### src/rtl/uart_pkg.sv
// Shared constants for the memory-mapped UART: register offsets,
// STATUS bit positions and FSM state codes.
package uart_pkg;

    localparam logic [1:0] REG_TXDATA  = 2'd0;
    localparam logic [1:0] REG_RXDATA  = 2'd1;
    localparam logic [1:0] REG_STATUS  = 2'd2;
    localparam logic [1:0] REG_BAUDDIV = 2'd3;

    localparam int ST_TX_BUSY  = 0;
    localparam int ST_RX_VALID = 1;
    localparam int ST_RX_OVR   = 2;
    localparam int ST_FRM_ERR  = 3;

    localparam logic [1:0] TX_IDLE  = 2'd0;
    localparam logic [1:0] TX_START = 2'd1;
    localparam logic [1:0] TX_DATA  = 2'd2;
    localparam logic [1:0] TX_STOP  = 2'd3;

    localparam logic [1:0] RX_IDLE  = 2'd0;
    localparam logic [1:0] RX_START = 2'd1;
    localparam logic [1:0] RX_DATA  = 2'd2;
    localparam logic [1:0] RX_STOP  = 2'd3;

    localparam logic [15:0] MIN_BAUD_DIV = 16'd4;

endpackage

### src/rtl/uart_rx_fsm.sv
// 8N1 receiver: input synchronizer, start-bit qualification,
// mid-bit sampling and stop-bit check.
module uart_rx_fsm
    import uart_pkg::*;
(
    input  logic        clk_i,
    input  logic        reset_i,
    input  logic        rx_i,
    input  logic [15:0] baud_div_i,
    output logic        byte_valid_o,
    output logic [7:0]  byte_data_o,
    output logic        frame_err_o
);

    logic        s1_q, s2_q, prev_q;
    logic [1:0]  state_q, state_d;
    logic [15:0] cnt_q, cnt_d;
    logic [2:0]  bit_q, bit_d;
    logic [7:0]  shift_q, shift_d;
    logic        fall;
    logic [15:0] half_div;

    assign fall        = prev_q & ~s2_q;
    assign half_div    = {1'b0, baud_div_i[15:1]};
    assign byte_data_o = shift_q;

    always_comb begin
        state_d      = state_q;
        cnt_d        = cnt_q;
        bit_d        = bit_q;
        shift_d      = shift_q;
        byte_valid_o = 1'b0;
        frame_err_o  = 1'b0;
        case (state_q)
            RX_IDLE: begin
                if (fall) begin
                    state_d = RX_START;
                    cnt_d   = half_div - 16'd1;
                end
            end
            RX_START: begin
                if (cnt_q == 16'd0) begin
                    // A high mid-start sample is a line glitch
                    if (s2_q) begin
                        state_d = RX_IDLE;
                    end else begin
                        state_d = RX_DATA;
                        cnt_d   = baud_div_i - 16'd1;
                        bit_d   = 3'd0;
                    end
                end else begin
                    cnt_d = cnt_q - 16'd1;
                end
            end
            RX_DATA: begin
                if (cnt_q == 16'd0) begin
                    shift_d = {s2_q, shift_q[7:1]};
                    cnt_d   = baud_div_i - 16'd1;
                    if (bit_q == 3'd7) state_d = RX_STOP;
                    else               bit_d   = bit_q + 3'd1;
                end else begin
                    cnt_d = cnt_q - 16'd1;
                end
            end
            RX_STOP: begin
                if (cnt_q == 16'd0) begin
                    state_d      = RX_IDLE;
                    byte_valid_o = s2_q;
                    frame_err_o  = ~s2_q;
                end else begin
                    cnt_d = cnt_q - 16'd1;
                end
            end
            default: state_d = RX_IDLE;
        endcase
    end

    always_ff @(posedge clk_i or negedge reset_i) begin
        if (!reset_i) begin
            s1_q    <= 1'b1;
            s2_q    <= 1'b1;
            prev_q  <= 1'b1;
            state_q <= RX_IDLE;
            cnt_q   <= '0;
            bit_q   <= '0;
            shift_q <= '0;
        end else begin
            s1_q    <= rx_i;
            s2_q    <= s1_q;
            prev_q  <= s2_q;
            state_q <= state_d;
            cnt_q   <= cnt_d;
            bit_q   <= bit_d;
            shift_q <= shift_d;
        end
    end

endmodule

### src/rtl/uart_mmio.sv
// Memory-mapped 8N1 UART: register decode, transmit FSM and
// sticky status flags around the receive FSM.
module uart_mmio
    import uart_pkg::*;
#(
    parameter logic [31:0] BASE_ADDR    = 32'h0000_1000,
    parameter int          BAUD_DIV_RST = 434
) (
    input  logic        clk_i,
    input  logic        reset_i,
    input  logic        we_i,
    input  logic [31:0] addr_i,
    input  logic [31:0] wdata_i,
    output logic [31:0] rdata_o,
    output logic        sel_o,
    output logic        tx_o,
    input  logic        rx_i
);

    logic [1:0]  off;
    logic        wr_tx, wr_stat, wr_baud;
    logic [2:0]  clr;

    logic [15:0] baud_q, baud_d;
    logic [7:0]  txdata_q, txdata_d;
    logic [7:0]  rxdata_q, rxdata_d;
    logic        rx_valid_q, rx_valid_d;
    logic        rx_ovr_q, rx_ovr_d;
    logic        frm_err_q, frm_err_d;

    logic [1:0]  tx_state_q, tx_state_d;
    logic [15:0] tx_cnt_q, tx_cnt_d;
    logic [2:0]  tx_bit_q, tx_bit_d;
    logic [7:0]  tx_shift_q, tx_shift_d;
    logic        tx_q, tx_d;
    logic        tx_busy, tx_fire;

    logic        rx_byte_valid, rx_frame_err;
    logic [7:0]  rx_byte;
    logic        unused_bits;

    assign unused_bits = ^{addr_i[1:0], wdata_i[31:16]};

    assign sel_o   = (addr_i[31:4] == BASE_ADDR[31:4]);
    assign off     = addr_i[3:2];
    assign wr_tx   = we_i & sel_o & (off == REG_TXDATA);
    assign wr_stat = we_i & sel_o & (off == REG_STATUS);
    assign wr_baud = we_i & sel_o & (off == REG_BAUDDIV);
    assign clr     = wr_stat ? wdata_i[3:1] : 3'b000;
    assign tx_busy = (tx_state_q != TX_IDLE);
    assign tx_o    = tx_q;

    // The edge that ends STOP also accepts a new frame back-to-back
    assign tx_fire = wr_tx & (~tx_busy |
                     ((tx_state_q == TX_STOP) && (tx_cnt_q == 16'd0)));

    always_comb begin
        tx_state_d = tx_state_q;
        tx_cnt_d   = tx_cnt_q;
        tx_bit_d   = tx_bit_q;
        tx_shift_d = tx_shift_q;
        tx_d       = tx_q;
        txdata_d   = txdata_q;
        case (tx_state_q)
            TX_START: begin
                if (tx_cnt_q == 16'd0) begin
                    tx_state_d = TX_DATA;
                    tx_cnt_d   = baud_q - 16'd1;
                    tx_bit_d   = 3'd0;
                    tx_d       = tx_shift_q[0];
                    tx_shift_d = {1'b0, tx_shift_q[7:1]};
                end else begin
                    tx_cnt_d = tx_cnt_q - 16'd1;
                end
            end
            TX_DATA: begin
                if (tx_cnt_q == 16'd0) begin
                    tx_cnt_d = baud_q - 16'd1;
                    if (tx_bit_q == 3'd7) begin
                        tx_state_d = TX_STOP;
                        tx_d       = 1'b1;
                    end else begin
                        tx_bit_d   = tx_bit_q + 3'd1;
                        tx_d       = tx_shift_q[0];
                        tx_shift_d = {1'b0, tx_shift_q[7:1]};
                    end
                end else begin
                    tx_cnt_d = tx_cnt_q - 16'd1;
                end
            end
            TX_STOP: begin
                if (tx_cnt_q == 16'd0) tx_state_d = TX_IDLE;
                else                   tx_cnt_d   = tx_cnt_q - 16'd1;
            end
            default: ;
        endcase
        if (tx_fire) begin
            tx_state_d = TX_START;
            tx_cnt_d   = baud_q - 16'd1;
            tx_d       = 1'b0;
            tx_shift_d = wdata_i[7:0];
            txdata_d   = wdata_i[7:0];
        end
    end

    always_comb begin
        baud_d = baud_q;
        if (wr_baud) begin
            baud_d = (wdata_i[15:0] < MIN_BAUD_DIV) ? MIN_BAUD_DIV
                                                    : wdata_i[15:0];
        end
        rxdata_d   = rx_byte_valid ? rx_byte : rxdata_q;
        // Hardware set is ORed in after the clear so it wins
        rx_valid_d = (rx_valid_q & ~clr[0]) | rx_byte_valid;
        rx_ovr_d   = (rx_ovr_q & ~clr[1]) | (rx_byte_valid & rx_valid_q);
        frm_err_d  = (frm_err_q & ~clr[2]) | rx_frame_err;
    end

    always_comb begin
        rdata_o = '0;
        if (sel_o) begin
            case (off)
                REG_TXDATA:  rdata_o = {24'b0, txdata_q};
                REG_RXDATA:  rdata_o = {24'b0, rxdata_q};
                REG_STATUS:  rdata_o = {28'b0, frm_err_q, rx_ovr_q,
                                        rx_valid_q, tx_busy};
                REG_BAUDDIV: rdata_o = {16'b0, baud_q};
                default:     rdata_o = '0;
            endcase
        end
    end

    always_ff @(posedge clk_i or negedge reset_i) begin
        if (!reset_i) begin
            baud_q     <= 16'(BAUD_DIV_RST);
            txdata_q   <= '0;
            rxdata_q   <= '0;
            rx_valid_q <= 1'b0;
            rx_ovr_q   <= 1'b0;
            frm_err_q  <= 1'b0;
            tx_state_q <= TX_IDLE;
            tx_cnt_q   <= '0;
            tx_bit_q   <= '0;
            tx_shift_q <= '0;
            tx_q       <= 1'b1;
        end else begin
            baud_q     <= baud_d;
            txdata_q   <= txdata_d;
            rxdata_q   <= rxdata_d;
            rx_valid_q <= rx_valid_d;
            rx_ovr_q   <= rx_ovr_d;
            frm_err_q  <= frm_err_d;
            tx_state_q <= tx_state_d;
            tx_cnt_q   <= tx_cnt_d;
            tx_bit_q   <= tx_bit_d;
            tx_shift_q <= tx_shift_d;
            tx_q       <= tx_d;
        end
    end

    uart_rx_fsm u_rx (
        .clk_i        (clk_i),
        .reset_i      (reset_i),
        .rx_i         (rx_i),
        .baud_div_i   (baud_q),
        .byte_valid_o (rx_byte_valid),
        .byte_data_o  (rx_byte),
        .frame_err_o  (rx_frame_err)
    );

endmodule

### config.mk
export PLATFORM = sky130hd
export DESIGN_NAME = uart_mmio
export DESIGN_NICKNAME = d
export VERILOG_FILES = /design/src/rtl/uart_pkg.sv /design/src/rtl/uart_rx_fsm.sv /design/src/rtl/uart_mmio.sv
export SDC_FILE = /design/constraint.sdc
export NUM_CORES = 1
export LEC_CHECK = 0
export BUFFER_PORTS_ARGS = -buffer_cell sky130_fd_sc_hd__buf_4
export CAP_MARGIN = 25
export CORE_ASPECT_RATIO = 1.4
export CORE_MARGIN = 10
export CORE_UTILIZATION = 55
export CTS_CLUSTER_DIAMETER = 60
export DETAILED_ROUTE_END_ITERATION = 8
export HOLD_SLACK_MARGIN = 0.15
export PLACE_DENSITY_LB_ADDON = 0.25
export SYNTH_ARGS = -nofsm -noshare
export SYNTH_HDL_FRONTEND = slang
export SYNTH_SLANG_ARGS = --single-unit
### constraint.sdc
create_clock -name clk_i -period 5.1 [get_ports clk_i]
set_input_delay 0.255 -clock clk_i [delete_from_list [all_inputs] [get_ports clk_i]]
set_output_delay 0.255 -clock clk_i [all_outputs]
set_load 0.01 [all_outputs]
==> results.md, run 1 <==
* Worst-case clock skew at 0.007855 ns
* Worst hold path depth at 2
* Final instance area at 0.007117 mm2
* Category of the worst setup path launch point: flip-flop
* P_leak at 3.192 nW
* Crit Path Class: reg -> reg
* Achievable clock frequency at 0.2897 GHz
* Count of buffers added by post-CTS timing repair for setup at 0
* Worst flop-to-flop path startpoint: tx_cnt_q[0]$_DFFE_PN0P_
* Count of port buffers added during placement at 67
* EDFF count, synth at 0
* List of most frequent post-synthesis cells: sky130_fd_sc_hd__dfrtp_1, sky130_fd_sc_hd__nand2_1, sky130_fd_sc_hd__nor2_1
* Tmin final at 3.452 ns
* Relative slew margins at 35.25%
* Buffer type at the clock tree root: sky130_fd_sc_hd__clkbuf_16
* Class of the most critical hold timing path: in -> reg
* Proportion of synthesized chip area in sequential cells at 39.33%
* Global placement routability congestion at 0.9465
* Number of placed I/O pins at 102
* Chain of cells forming the critical path: inv_1 -> ha_1 -> nor3b_1 -> nand4_2 -> nor2_4 -> o2111a_1 -> nand2b_1 -> a21oi_1
* Synth Flop Type: sky130_fd_sc_hd__dfrtp_1
* Run status: complete, no violations
* Chip width at 109.7 um
* Fraction of final layout cells sized beyond drive strength 1 at 20.95%
* Post_cts resized at 0
* Final Setup Violations at 0
* Critical hold path startpoint: wdata_i[13]
* Endpoints failing hold at 0
* Fraction of registers with async set or reset after synthesis at 100.0%
* Most instantiated library cell after synthesis: sky130_fd_sc_hd__dfrtp_1
* WL per Instance at 19.88 um
* Data required time at the worst endpoint at 5.31 ns
* Routed vias/inst at 6.322
* Cell area after placement at 0.006723 mm2
* Number of maximum-capacitance constraint violations at 0
* Family with the most delay on the worst path: simple AND/OR/NAND/NOR gates
* Capture point of the worst reg-to-reg path: tx_cnt_q[12]$_DFFE_PN0P_
* Effective utilization at floorplan at 56.77%
* Starting DRT DRC Count at 356
* Slowest cell on the critical path: sky130_fd_sc_hd__nor3b_1
* Post-detailed-route count of antenna-violating nets at 0
* Unrepaired setup endpoints after global routing: no
* Reg2reg path depth at 8
* Count of final max-slew check failures at 0
* Register Area at 0.002439 mm2
* Library cell occupying the most area in the post-synthesis netlist: sky130_fd_sc_hd__dfrtp_1
* Count of mapped cells out of synthesis at 675
* Clk pin slew, worst setup/hold paths at 0.07 ns
* Maximum level of the CTS H-tree at 3
* Nets@finish at 820
* Clock latency of the later-clocked register in the worst-skew pair at 0.35 ns
* Fillers at 876
* Max VDD drop at 0.0002429 V
* Inserted Diodes at 0
* Yosys warns at 0
* TritonCTS Buffers at 9
* Detailed Routing Iterations Pass 1 at 5
* Area occupied by multi-input gates at 0.003447 mm2
* Signal arrival time at the worst endpoint at 3.66 ns
* Maximum fanout count along the critical path at 17
* Cell types occupying the most area after synthesis: sky130_fd_sc_hd__dfrtp_1, sky130_fd_sc_hd__mux2_2, sky130_fd_sc_hd__dfstp_2, sky130_fd_sc_hd__a21oi_1, sky130_fd_sc_hd__ha_1
* Hold-fix buffer count after cts at 9
* Area fraction of the dominant cell type after synthesis at 35.51%
* Full die area at 0.01598 mm2
* Post-synthesis instance area at 0.006201 mm2
* Synthesized area per cell at 9.187 um2
* Layout overhead on the synthesized area at 14.77%
* Number of antenna violations at the first check in global routing at 0
* Height of the die at 145.6 um
* Yosys cell types at 80
* #FFs+latches synth at 97
* DR vias at 5570
* Total wirelength of the detailed-routed design at 17.52 mm
* Max clock buf depth at 2
* Setup TNS at 0 ns
* Number of global-route vias before repair at 5764
* PD cells at 351.3 mW/mm2
* CTS sink count at 97
* Gr ovfl total at 0
* Core Rows at 45
* All-Layer GR Usage at 22.04%
* Worst path buffer plus inverter count at 1
* Tightest Pin Transition at 0.9713 ns
* Period Utilization, post-route at 67.68%
* Worst path max stage delay at 0.66 ns
* First-pass GRT wire length at 28.56 mm
* Largest net degree at the start of global routing at 70
* CTS tree: yes
* Critical path endpoint category: flip-flop
* Core area at 0.01092 mm2
* Register-to-register setup slack at 1.65 ns
* Estimated wirelength of the detail-placed design at 12.89 mm
* DRC errors left at 0
* Hold Path End: baud_q[13]$_DFFE_PN0P_
==> layer usage <==
metal	part of all wire, %	global-route usage (%)
met2	49	35.91
met5	0	0
met4	3.5	10.18
met1	40	26.79
met3	7.6	4.648
==> power breakdown <==
| part | leakage [nW] | internal, mW | switching (mW) |
|---|---|---|---|
| Combinational | 1.86 | 0.356 | 0.534 |
| Clock | 0.147 | 0.357 | 0.330 |
| Sequential | 1.19 | 0.839 | 0.0852 |
==> how the worst max path moves through the flow <==
stage                                 start                       end  slack, ns  depth (start not counted)
floorplan           tx_cnt_q[0]$_DFFE_PN0P_   tx_cnt_q[4]$_DFFE_PN0P_       2.77                          8
global placement                 addr_i[13]   tx_cnt_q[0]$_DFFE_PN0P_       1.85                          6
detailed placement  tx_cnt_q[0]$_DFFE_PN0P_  tx_cnt_q[12]$_DFFE_PN0P_       1.79                          8
CTS                 tx_cnt_q[0]$_DFFE_PN0P_  tx_cnt_q[12]$_DFFE_PN0P_       1.76                          8
global route        tx_cnt_q[0]$_DFFE_PN0P_   tx_cnt_q[5]$_DFFE_PN0P_       1.43                          8
finish              tx_cnt_q[0]$_DFFE_PN0P_  tx_cnt_q[12]$_DFFE_PN0P_       1.65                          8
==> cells in the final DEF (no fill, tap or decap), drive strengths merged, types with 10 or more instances in the layout <==
cell type	n
nand2	56
ha	17
a21oi	46
clkbuf	10
nor3	26
mux2i	13
o21ai	41
buf	72
conb	16
xnor2	22
nand4	11
nand3	21
inv	36
dfrtp	88
mux2	30
and3	13
nor4	20
nor2	47
==> metrics by stage <==
step                hold slack [ns]  worst slack (ns)  util (%)  total power [mW]  std cells
floorplan                  -0.04059             2.770         -             1.557        690
global placement             0.2022             1.848     61.37             1.758        853
detailed placement           0.2175             1.794     61.55             1.798        855
CTS                          0.1516             1.756     65.09             2.486        880
global route                 0.1540             1.429     65.15             2.638        881
finish                       0.1562             1.648     65.15             2.500        881
==> area by class of cell <==
type	instances	area share, %
Multi-Input combinational cell	513	48.44
Timing Repair Buffer	81	8.913
Tap cell	141	2.479
Inverter	33	1.741
Clock inverter	6	0.8087
Sequential cell	97	34.27
Clock buffer	10	3.358
==> sequential cells by signal, indices dropped and copies added (netlist names), 2 cells and up, named ones only <==
signal / flops
baud_q: 16
u_rx.bit_q: 3
txdata_q: 8
tx_state_q: 2
u_rx.byte_data_o: 8
u_rx.cnt_q: 16
tx_cnt_q: 16
rxdata_q: 8
tx_bit_q: 3
tx_shift_q: 8
==> worst register-to-register path, cell delays in order, from the launching register on <==
cell and delay, ns:
sky130_fd_sc_hd__dfrtp_1 0.43, sky130_fd_sc_hd__inv_1 0.12, sky130_fd_sc_hd__ha_1 0.20, sky130_fd_sc_hd__nor3b_1 0.66, sky130_fd_sc_hd__nand4_2 0.36, sky130_fd_sc_hd__nor2_4 0.32, sky130_fd_sc_hd__o2111a_1 0.61, sky130_fd_sc_hd__nand2b_1 0.47
sky130_fd_sc_hd__a21oi_1 0.14
==> kinds of logic after synthesis <==
group           after synthesis  synth area share, %
buf+inv                      80                5.993
simple gates                241                20.92
xor+xnor                     29                4.096
compound gates              164                17.53
fa+ha+maj                    17                3.430
other cells                   1              0.06047
mux                          46                8.636
flops                        97                39.33
Power figures use the tool's default switching activity.
==> inputs of run 2 (changes only) <==
--- a/config.mk
+++ b/config.mk
@@ -9,7 +9,7 @@
 export CAP_MARGIN = 25
 export CORE_ASPECT_RATIO = 1.4
 export CORE_MARGIN = 10
-export CORE_UTILIZATION = 55
+export CORE_UTILIZATION = 52
 export CTS_CLUSTER_DIAMETER = 60
 export DETAILED_ROUTE_END_ITERATION = 8
 export HOLD_SLACK_MARGIN = 0.15
==> constraint.sdc (replaced) <==
create_clock -name clk_i -period 2.9 [get_ports clk_i]
set_input_delay 0.145 -clock clk_i [delete_from_list [all_inputs] [get_ports clk_i]]
set_output_delay 0.145 -clock clk_i [all_outputs]
set_load 0.01 [all_outputs]
==> run 2 against run 1 <==
  * Wire length rose by 2.8%
  * Die area rose by 4.8%
  * First-iteration DRC count rose by 47%
  * Utilization fell by 2.5 points
  * Sequential cell count did not move
  * Clock skew fell by 0.0011 ns
  * Final cell count rose by 3.7%
  * Sequential power rose by 75%
  * Worst hold slack improved by 0.14 ns
  * Design area rose by 3.6%
==> results.md, run 2 (same netlist as run 1, synthesis figures left out) <==
* Number of global-route vias before repair at 5928 (+2.8%)
* Layout overhead on the synthesized area at 18.87%
* Register Area at 0.002439 mm2 (unchanged)
* TritonCTS Buffers at 9 (unchanged)
* Run status: complete, no violations
* PD cells at 610.0 mW/mm2 (+74%)
* WL per Instance at 19.69 um (-0.95%)
* Metal1 wirelength at 6.952 mm (-0.86%)
* CTS sink count at 97 (unchanged)
* Crit Path Class: reg -> reg
* Number of placed I/O pins at 102 (unchanged)
* Nets@finish at 847 (+3.3%)
* Commonest non-fill, non-tap cells in the layout: sky130_fd_sc_hd__buf_4, sky130_fd_sc_hd__dfrtp_1, sky130_fd_sc_hd__nand2_1
* Fraction of final layout cells sized beyond drive strength 1 at 22.43% (+1.5 points)
* Estimated wirelength of the detail-placed design at 13.51 mm (+4.8%)
* Signal arrival time at the worst endpoint at 2.84 ns (-0.82 ns)
* Starting DRT DRC Count at 522 (+47%)
* Endpoints failing hold at 0 (unchanged)
* Final instance area at 0.007371 mm2 (+3.6%)
* Layout Cells excl Fill at 914 (+3.7%)
* Core Rows at 47 (+4.4%)
* Category of the worst setup path launch point: flip-flop
* Tot Pwr at 4.496 mW (+80%)
* Met3 Wirelength at 1.176 mm (-12%)
* DRC errors left at 0 (unchanged)
* First-pass GRT wire length at 29.85 mm (+4.5%)
* Gr ovfl total at 0 (unchanged)
* Final Setup Violations at 0 (unchanged)
* DR vias at 5696 (+2.3%)
* Post_cts resized at 0 (unchanged)
* Effective utilization at floorplan at 52.72% (-4.0 points)
* Count of final max-slew check failures at 0 (unchanged)
* Slowest cell on the critical path: sky130_fd_sc_hd__or3b_2
* Hold-fix buffer count after cts at 18 (+9)
* Cell area after placement at 0.006882 mm2 (+2.4%)
* Class of the most critical hold timing path: in -> reg
* Critical path endpoint category: flip-flop
* Tmin final at 2.620 ns (-0.8316 ns)
* Routed vias/inst at 6.232 (-1.4%)
* Tightest Pin Transition at 0.6688 ns (-0.3025 ns)
* Clock latency of the later-clocked register in the worst-skew pair at 0.35 ns (about the same)
* Fillers at 969 (+11%)
* Most frequent standard cell in the layout excluding fill and tap cells: sky130_fd_sc_hd__buf_4
* Buffer type at the clock tree root: sky130_fd_sc_hd__clkbuf_16
* Number of maximum-capacitance constraint violations at 0 (unchanged)
* Relative slew margins at 55.41% (+20 points)
* Worst-case clock skew at 0.006752 ns (-0.001104 ns)
* Routed length on met2 at 9.487 mm (+11%)
* Setup TNS at 0 ns (unchanged)
* Max clock buf depth at 2 (unchanged)
* Chip width at 112.3 um (+2.3%)
* Data required time at the worst endpoint at 3.12 ns (-2.19 ns)
* Unrepaired setup endpoints after global routing: no
* P_leak at 3.312 nW (+3.8%)
* Number of instances in the placed design at 880 (+2.9%)
* Largest net degree at the start of global routing at 52 (-26%)
* Count of port buffers added during placement at 67 (unchanged)
* Core area at 0.01176 mm2 (+7.7%)
* Clk pin slew, worst setup/hold paths at 0.07 ns (about the same)
* Detailed Routing Iterations Pass 1 at 5 (unchanged)
* Height of the die at 149.2 um (+2.5%)
* CTS tree: yes
* Area occupied by multi-input gates at 0.003447 mm2 (unchanged)
* Family with the most delay on the worst path: simple AND/OR/NAND/NOR gates
* All-Layer GR Usage at 21.57% (-0.47 points)
* Period Utilization, post-route at 90.35% (+23 points)
* Number of antenna violations at the first check in global routing at 0 (unchanged)
* Chain of cells forming the critical path: inv_1 -> ha_1 -> or3b_2 -> nor4b_1 -> xnor2_1 -> nor2_1 -> o21ai_0 -> o211ai_2
* Worst path max stage delay at 0.54 ns (-0.12 ns)
* Max VDD drop at 0.0005144 V (+110%)
* Top routing layer in use: met4
* Achievable clock frequency at 0.3816 GHz (+32%)
* Maximum fanout count along the critical path at 6 (-11)
* Top Registers: baud_q: 16 flops, tx_cnt_q: 16 flops, u_rx.cnt_q: 16 flops
* Count of buffers added by post-CTS timing repair for setup at 0 (unchanged)
* Global placement routability congestion at 0.9479 (+0.15%)
* Inserted Diodes at 0 (unchanged)
* Total wirelength of the detailed-routed design at 18.00 mm (+2.8%)
* Worst path buffer plus inverter count at 1 (unchanged)
* Maximum level of the CTS H-tree at 3 (unchanged)
* Full die area at 0.01675 mm2 (+4.8%)
* Post-detailed-route count of antenna-violating nets at 0 (unchanged)
[run 2: path summary, 6_finish.rpt]
check	depth (start not counted)	start	slack (ns)	endpoint
min reg2reg	0	u_rx.s1_q$_DFF_PN1_	0.36	u_rx.s2_q$_DFF_PN1_
min in group asynchronous	2	reset_i	0.38	rxdata_q[5]$_DFFE_PN0P_
min	4	we_i	0.29	frm_err_q$_DFF_PN0_
max reg2reg	8	baud_q[1]$_DFFE_PN1P_	0.28	u_rx.cnt_q[12]$_DFFE_PN0P_
max in group asynchronous	3	reset_i	1.69	baud_q[5]$_DFFE_PN1P_
max	8	baud_q[1]$_DFFE_PN1P_	0.28	u_rx.cnt_q[12]$_DFFE_PN0P_
[run 2: cell type report]
class	count	share of cell area, %
multi-input cells	513	46.77
flip-flops and latches	97	33.08
repair buffers	108	11.78
clock buffers	12	3.480
well taps	147	2.495
inverters	33	1.681
clock inverters	4	0.7130
[run 2: worst reg2reg max path, stage by stage, from the launching register on]
cell and delay, ns:
sky130_fd_sc_hd__dfstp_2 0.38, sky130_fd_sc_hd__inv_1 0.16, sky130_fd_sc_hd__ha_1 0.21, sky130_fd_sc_hd__or3b_2 0.54, sky130_fd_sc_hd__nor4b_1 0.47, sky130_fd_sc_hd__xnor2_1 0.27
sky130_fd_sc_hd__nor2_1 0.06, sky130_fd_sc_hd__o21ai_0 0.27, sky130_fd_sc_hd__o211ai_2 0.13
[run 2: stage by stage]
stage | worst slack, ns | hold WS [ns] | utilization, %
floorplan | 0.5704 | -0.1506 | -
global placement | 0.4461 | 0.2037 | 58.51
detailed placement | 0.3580 | 0.2150 | 58.51
CTS | 0.3517 | 0.2861 | 62.67
global route | 0.1346 | 0.3089 | 62.67
finish | 0.2797 | 0.2934 | 62.67
[run 2: power breakdown]
group | switching [mW] | internal (mW)
clock | 0.521 | 0.716
combinational | 0.969 | 0.670
sequential | 0.143 | 1.48
total | 1.63 | 2.86
[run 2: per-layer routing]
metal | up-vias | global-route usage (%)
li1 | 2622 | -
met3 | 32 | 3.824
met5 | - | 0
met1 | 2809 | 24.79
met2 | 233 | 38.94
met4 | 0 | 7.761
==> inputs of run 3 (changes only) <==
==> constraint.sdc (replaced) <==
create_clock -name clk_i -period 2.15 [get_ports clk_i]
set_input_delay 0.1075 -clock clk_i [delete_from_list [all_inputs] [get_ports clk_i]]
set_output_delay 0.1075 -clock clk_i [all_outputs]
set_load 0.01 [all_outputs]
==> run 3 against run 2 <==
  * The run now ends with setup timing left
  * Sequential cell count stayed put
  * Sequential power is 33% higher
  * Die area stayed put
  * Register-to-register slack worse by 0.34 ns
  * Design area is 15% higher
  * Utilization is 9.5 points higher
  * Combinational power is 78% higher
  * Clock power is 47% higher
  * Final cell count is 11% higher
  * Global-route usage is 1.0 points higher
==> results.md, run 3 (same netlist as run 1, synthesis figures left out) <==
* Maximum level of the CTS H-tree at 3 (unchanged)
* Final core utilization at 72.14% (+9.5 points)
* Max clock buf depth at 2 (unchanged)
* Critical path capture point: u_rx.cnt_q[10]$_DFFE_PN0P_
* Effective utilization at floorplan at 52.72% (unchanged)
* P_leak at 3.893 nW (+18%)
* Critical Path Start: u_rx.cnt_q[1]$_DFFE_PN0P_
* Clk pin slew, worst setup/hold paths at 0.07 ns (about the same)
* Buffer type at the clock tree root: sky130_fd_sc_hd__clkbuf_16
* Data required time at the worst endpoint at 2.44 ns (-0.68 ns)
* Final Setup Violations at 5 (+5)
* DRC errors left at 0 (unchanged)
* Global placement routability congestion at 0.9583 (+1.1%)
* Worst-case hold slack at 0.2029 ns (-0.09045 ns)
* Register Area at 0.002439 mm2 (unchanged)
* Tot Pwr at 6.891 mW (+53%)
* Layout Cells excl Fill at 1010 (+11%)
* Violated checks: setup timing
* Register-to-register setup slack at -0.06 ns (-0.34 ns)
* Full die area at 0.01675 mm2 (unchanged)
* Switching power summed over all nets at 2.481 mW (+52%)
* Max VDD drop at 0.0009592 V (+86%)
* Critical path endpoint category: flip-flop
* Post-detailed-route count of antenna-violating nets at 0 (unchanged)
* Crit Path Class: reg -> reg
* Detailed Routing Iterations Pass 1 at 5 (unchanged)
* Achievable clock frequency at 0.4527 GHz (+19%)
* Signal arrival time at the worst endpoint at 2.50 ns (-0.34 ns)
* Proportion of total power due to net switching at 36.01% (-0.32 points)
* Total wirelength of the detailed-routed design at 19.65 mm (+9.2%)
* Class of the most critical hold timing path: in -> reg
* Tmin final at 2.209 ns (-0.4113 ns)
* CTS tree: yes
* Portion of total power attributed to combinational logic at 42.3% (+5.8 points)
* WL per Instance at 19.46 um (-1.2%)
* Height of the die at 149.2 um (unchanged)
* Setup TNS at -0.1838 ns (-0.1838 ns)
* Worst-case clock skew at 0.01267 ns (+0.005914 ns)
* Least setup slack across all paths after layout at -0.05899 ns (-0.3387 ns)
* Run status: finished, violations left
* Number of global-route vias before repair at 6294 (+6.2%)
* Top Registers: baud_q: 16 flops, tx_cnt_q: 16 flops, u_rx.cnt_q: 16 flops
* TritonCTS Buffers at 9 (unchanged)
* Number of instances in the placed design at 962 (+9.3%)
* Period Utilization, post-route at 102.7% (+12 points)
* DR vias at 6221 (+9.2%)
* Number of antenna violations at the first check in global routing at 0 (unchanged)
* Worst flop-to-flop path startpoint: u_rx.cnt_q[1]$_DFFE_PN0P_
* Unrepaired setup endpoints after global routing: yes
* Chip width at 112.3 um (unchanged)
* Most frequent standard cell in the layout excluding fill and tap cells: sky130_fd_sc_hd__buf_4
* Core area at 0.01176 mm2 (unchanged)
* Core Rows at 47 (unchanged)
* Number of placed I/O pins at 102 (unchanged)
* Capture point of the worst reg-to-reg path: u_rx.cnt_q[10]$_DFFE_PN0P_
* Gr ovfl total at 0 (unchanged)
* Clock latency of the later-clocked register in the worst-skew pair at 0.36 ns (about the same)
* Maximum fanout count along the critical path at 5 (-1)
* Fillers at 849 (-12%)
* Inserted Diodes at 0 (unchanged)
* Reg2reg path depth at 7 (-1)
* Largest net degree at the start of global routing at 43 (-17%)
* Estimated wirelength of the detail-placed design at 14.66 mm (+8.5%)
* Cell-internal power at 4.409 mW (+54%)
* PD cells at 812.1 mW/mm2 (+33%)
* Commonest non-fill, non-tap cells in the layout: sky130_fd_sc_hd__buf_4, sky130_fd_sc_hd__dfrtp_1, sky130_fd_sc_hd__nand2_1
* Nets@finish at 943 (+11%)
* Layout overhead on the synthesized area at 36.82%
* Number of maximum-capacitance constraint violations at 0 (unchanged)
* Starting DRT DRC Count at 603 (+16%)
* Count of port buffers added during placement at 67 (unchanged)
* Area occupied by multi-input gates at 0.003732 mm2 (+8.3%)
* Category of the worst setup path launch point: flip-flop
* Reg power frac at 31.3% (-4.7 points)
* First-pass GRT wire length at 31.17 mm (+4.4%)
* Count of final max-slew check failures at 0 (unchanged)
* Fraction of final layout cells sized beyond drive strength 1 at 36.38% (+14 points)
* Routed vias/inst at 6.159 (-1.2%)
* All-Layer GR Usage at 22.60% (+1.0 points)
* Endpoints failing hold at 0 (unchanged)
* CTS sink count at 97 (unchanged)
* Power share of the clock group at 26.4% (-1.1 points)
[run 3: cell count changes in the layout (fill, tap and decap cells not counted), moves of 3 or more]
cell,before,now
sky130_fd_sc_hd__buf_4,89,171
sky130_fd_sc_hd__buf_6,0,9
sky130_fd_sc_hd__o21ai_0,40,32
sky130_fd_sc_hd__nor4_1,16,10
sky130_fd_sc_hd__o21ai_1,1,7
sky130_fd_sc_hd__buf_12,1,5
sky130_fd_sc_hd__inv_1,32,28
sky130_fd_sc_hd__inv_2,0,4
sky130_fd_sc_hd__nor4_2,3,7
sky130_fd_sc_hd__a21oi_1,44,41
sky130_fd_sc_hd__ha_1,17,14
sky130_fd_sc_hd__nand2_1,56,53
sky130_fd_sc_hd__nand2_2,0,3
[run 3: cell type report]
class	count	share of cell area, %
repair buffers	204	19.72
clock buffers	9	2.654
multi-input cells	513	43.99
clock inverters	7	1.268
inverters	33	1.460
well taps	147	2.168
flip-flops and latches	97	28.74
[run 3: repair_timing]
action                                  4_1_cts  5_1_grt
endpoints found under the setup margin       15       49
hold buffers                                 18        0
gates resized for setup                      12       62
cloned                                        0        2
buffers inserted                              2       11
pin swaps                                     2       26
endpoints found under the hold margin       104        0
[run 3: how the worst min path moves through the flow]
stage / startpoint / end / slack [ns] / cells after the start
global route: we_i / rx_valid_q$_DFF_PN0_ / 0.25 / 4
finish: we_i / rx_valid_q$_DFF_PN0_ / 0.20 / 4
detailed placement: reset_i / u_rx.byte_data_o[5]$_DFFE_PN0P_ / 0.09 / 1
CTS: we_i / rx_valid_q$_DFF_PN0_ / 0.19 / 4
floorplan: reset_i / async pin / -0.19 / 0
global placement: reset_i / u_rx.byte_data_o[4]$_DFFE_PN0P_ / 0.08 / 1
[run 3: per-stage QoR]
stage	setup WS (ns)	instance area, um2
after floorplan	-0.05527	6277
final	-0.05899	8484
after CTS	-0.06230	8170
after detailed placement	-0.09423	7580
after global placement	-0.06205	7580
after global routing	-0.1363	8484
[run 3: power groups by stage]
| stage | clock [mW] | sequential, mW | combinational [mW] |
|---|---|---|---|
| after CTS | 1.83 | 2.13 | 2.70 |
| after detailed placement | 0 | 2.16 | 2.61 |
| after floorplan | 0 | 2.16 | 1.54 |
| after global routing | 1.91 | 2.17 | 3.13 |
| after global placement | 0 | 2.15 | 2.55 |
| final | 1.82 | 2.16 | 2.92 |
[run 3: worst max-delay path, stage by stage, from the launching register on]
cell	delay (ns)
sky130_fd_sc_hd__dfrtp_1	0.39
sky130_fd_sc_hd__inv_2	0.08
sky130_fd_sc_hd__ha_4	0.13
sky130_fd_sc_hd__or4b_4	0.46
sky130_fd_sc_hd__or3_4	0.37
sky130_fd_sc_hd__or3_1	0.38
sky130_fd_sc_hd__a211o_1	0.28
sky130_fd_sc_hd__nand3_2	0.06
[run 3: layer usage]
layer | up-vias | wire, um | track usage [%]
li1 | 2818 | - | -
met1 | 3035 | 7487 | 26.04
met2 | 305 | 10140 | 40.24
met3 | 63 | 1281 | 4.187
met4 | 0 | 741 | 8.906
met5 | - | 0 | 0
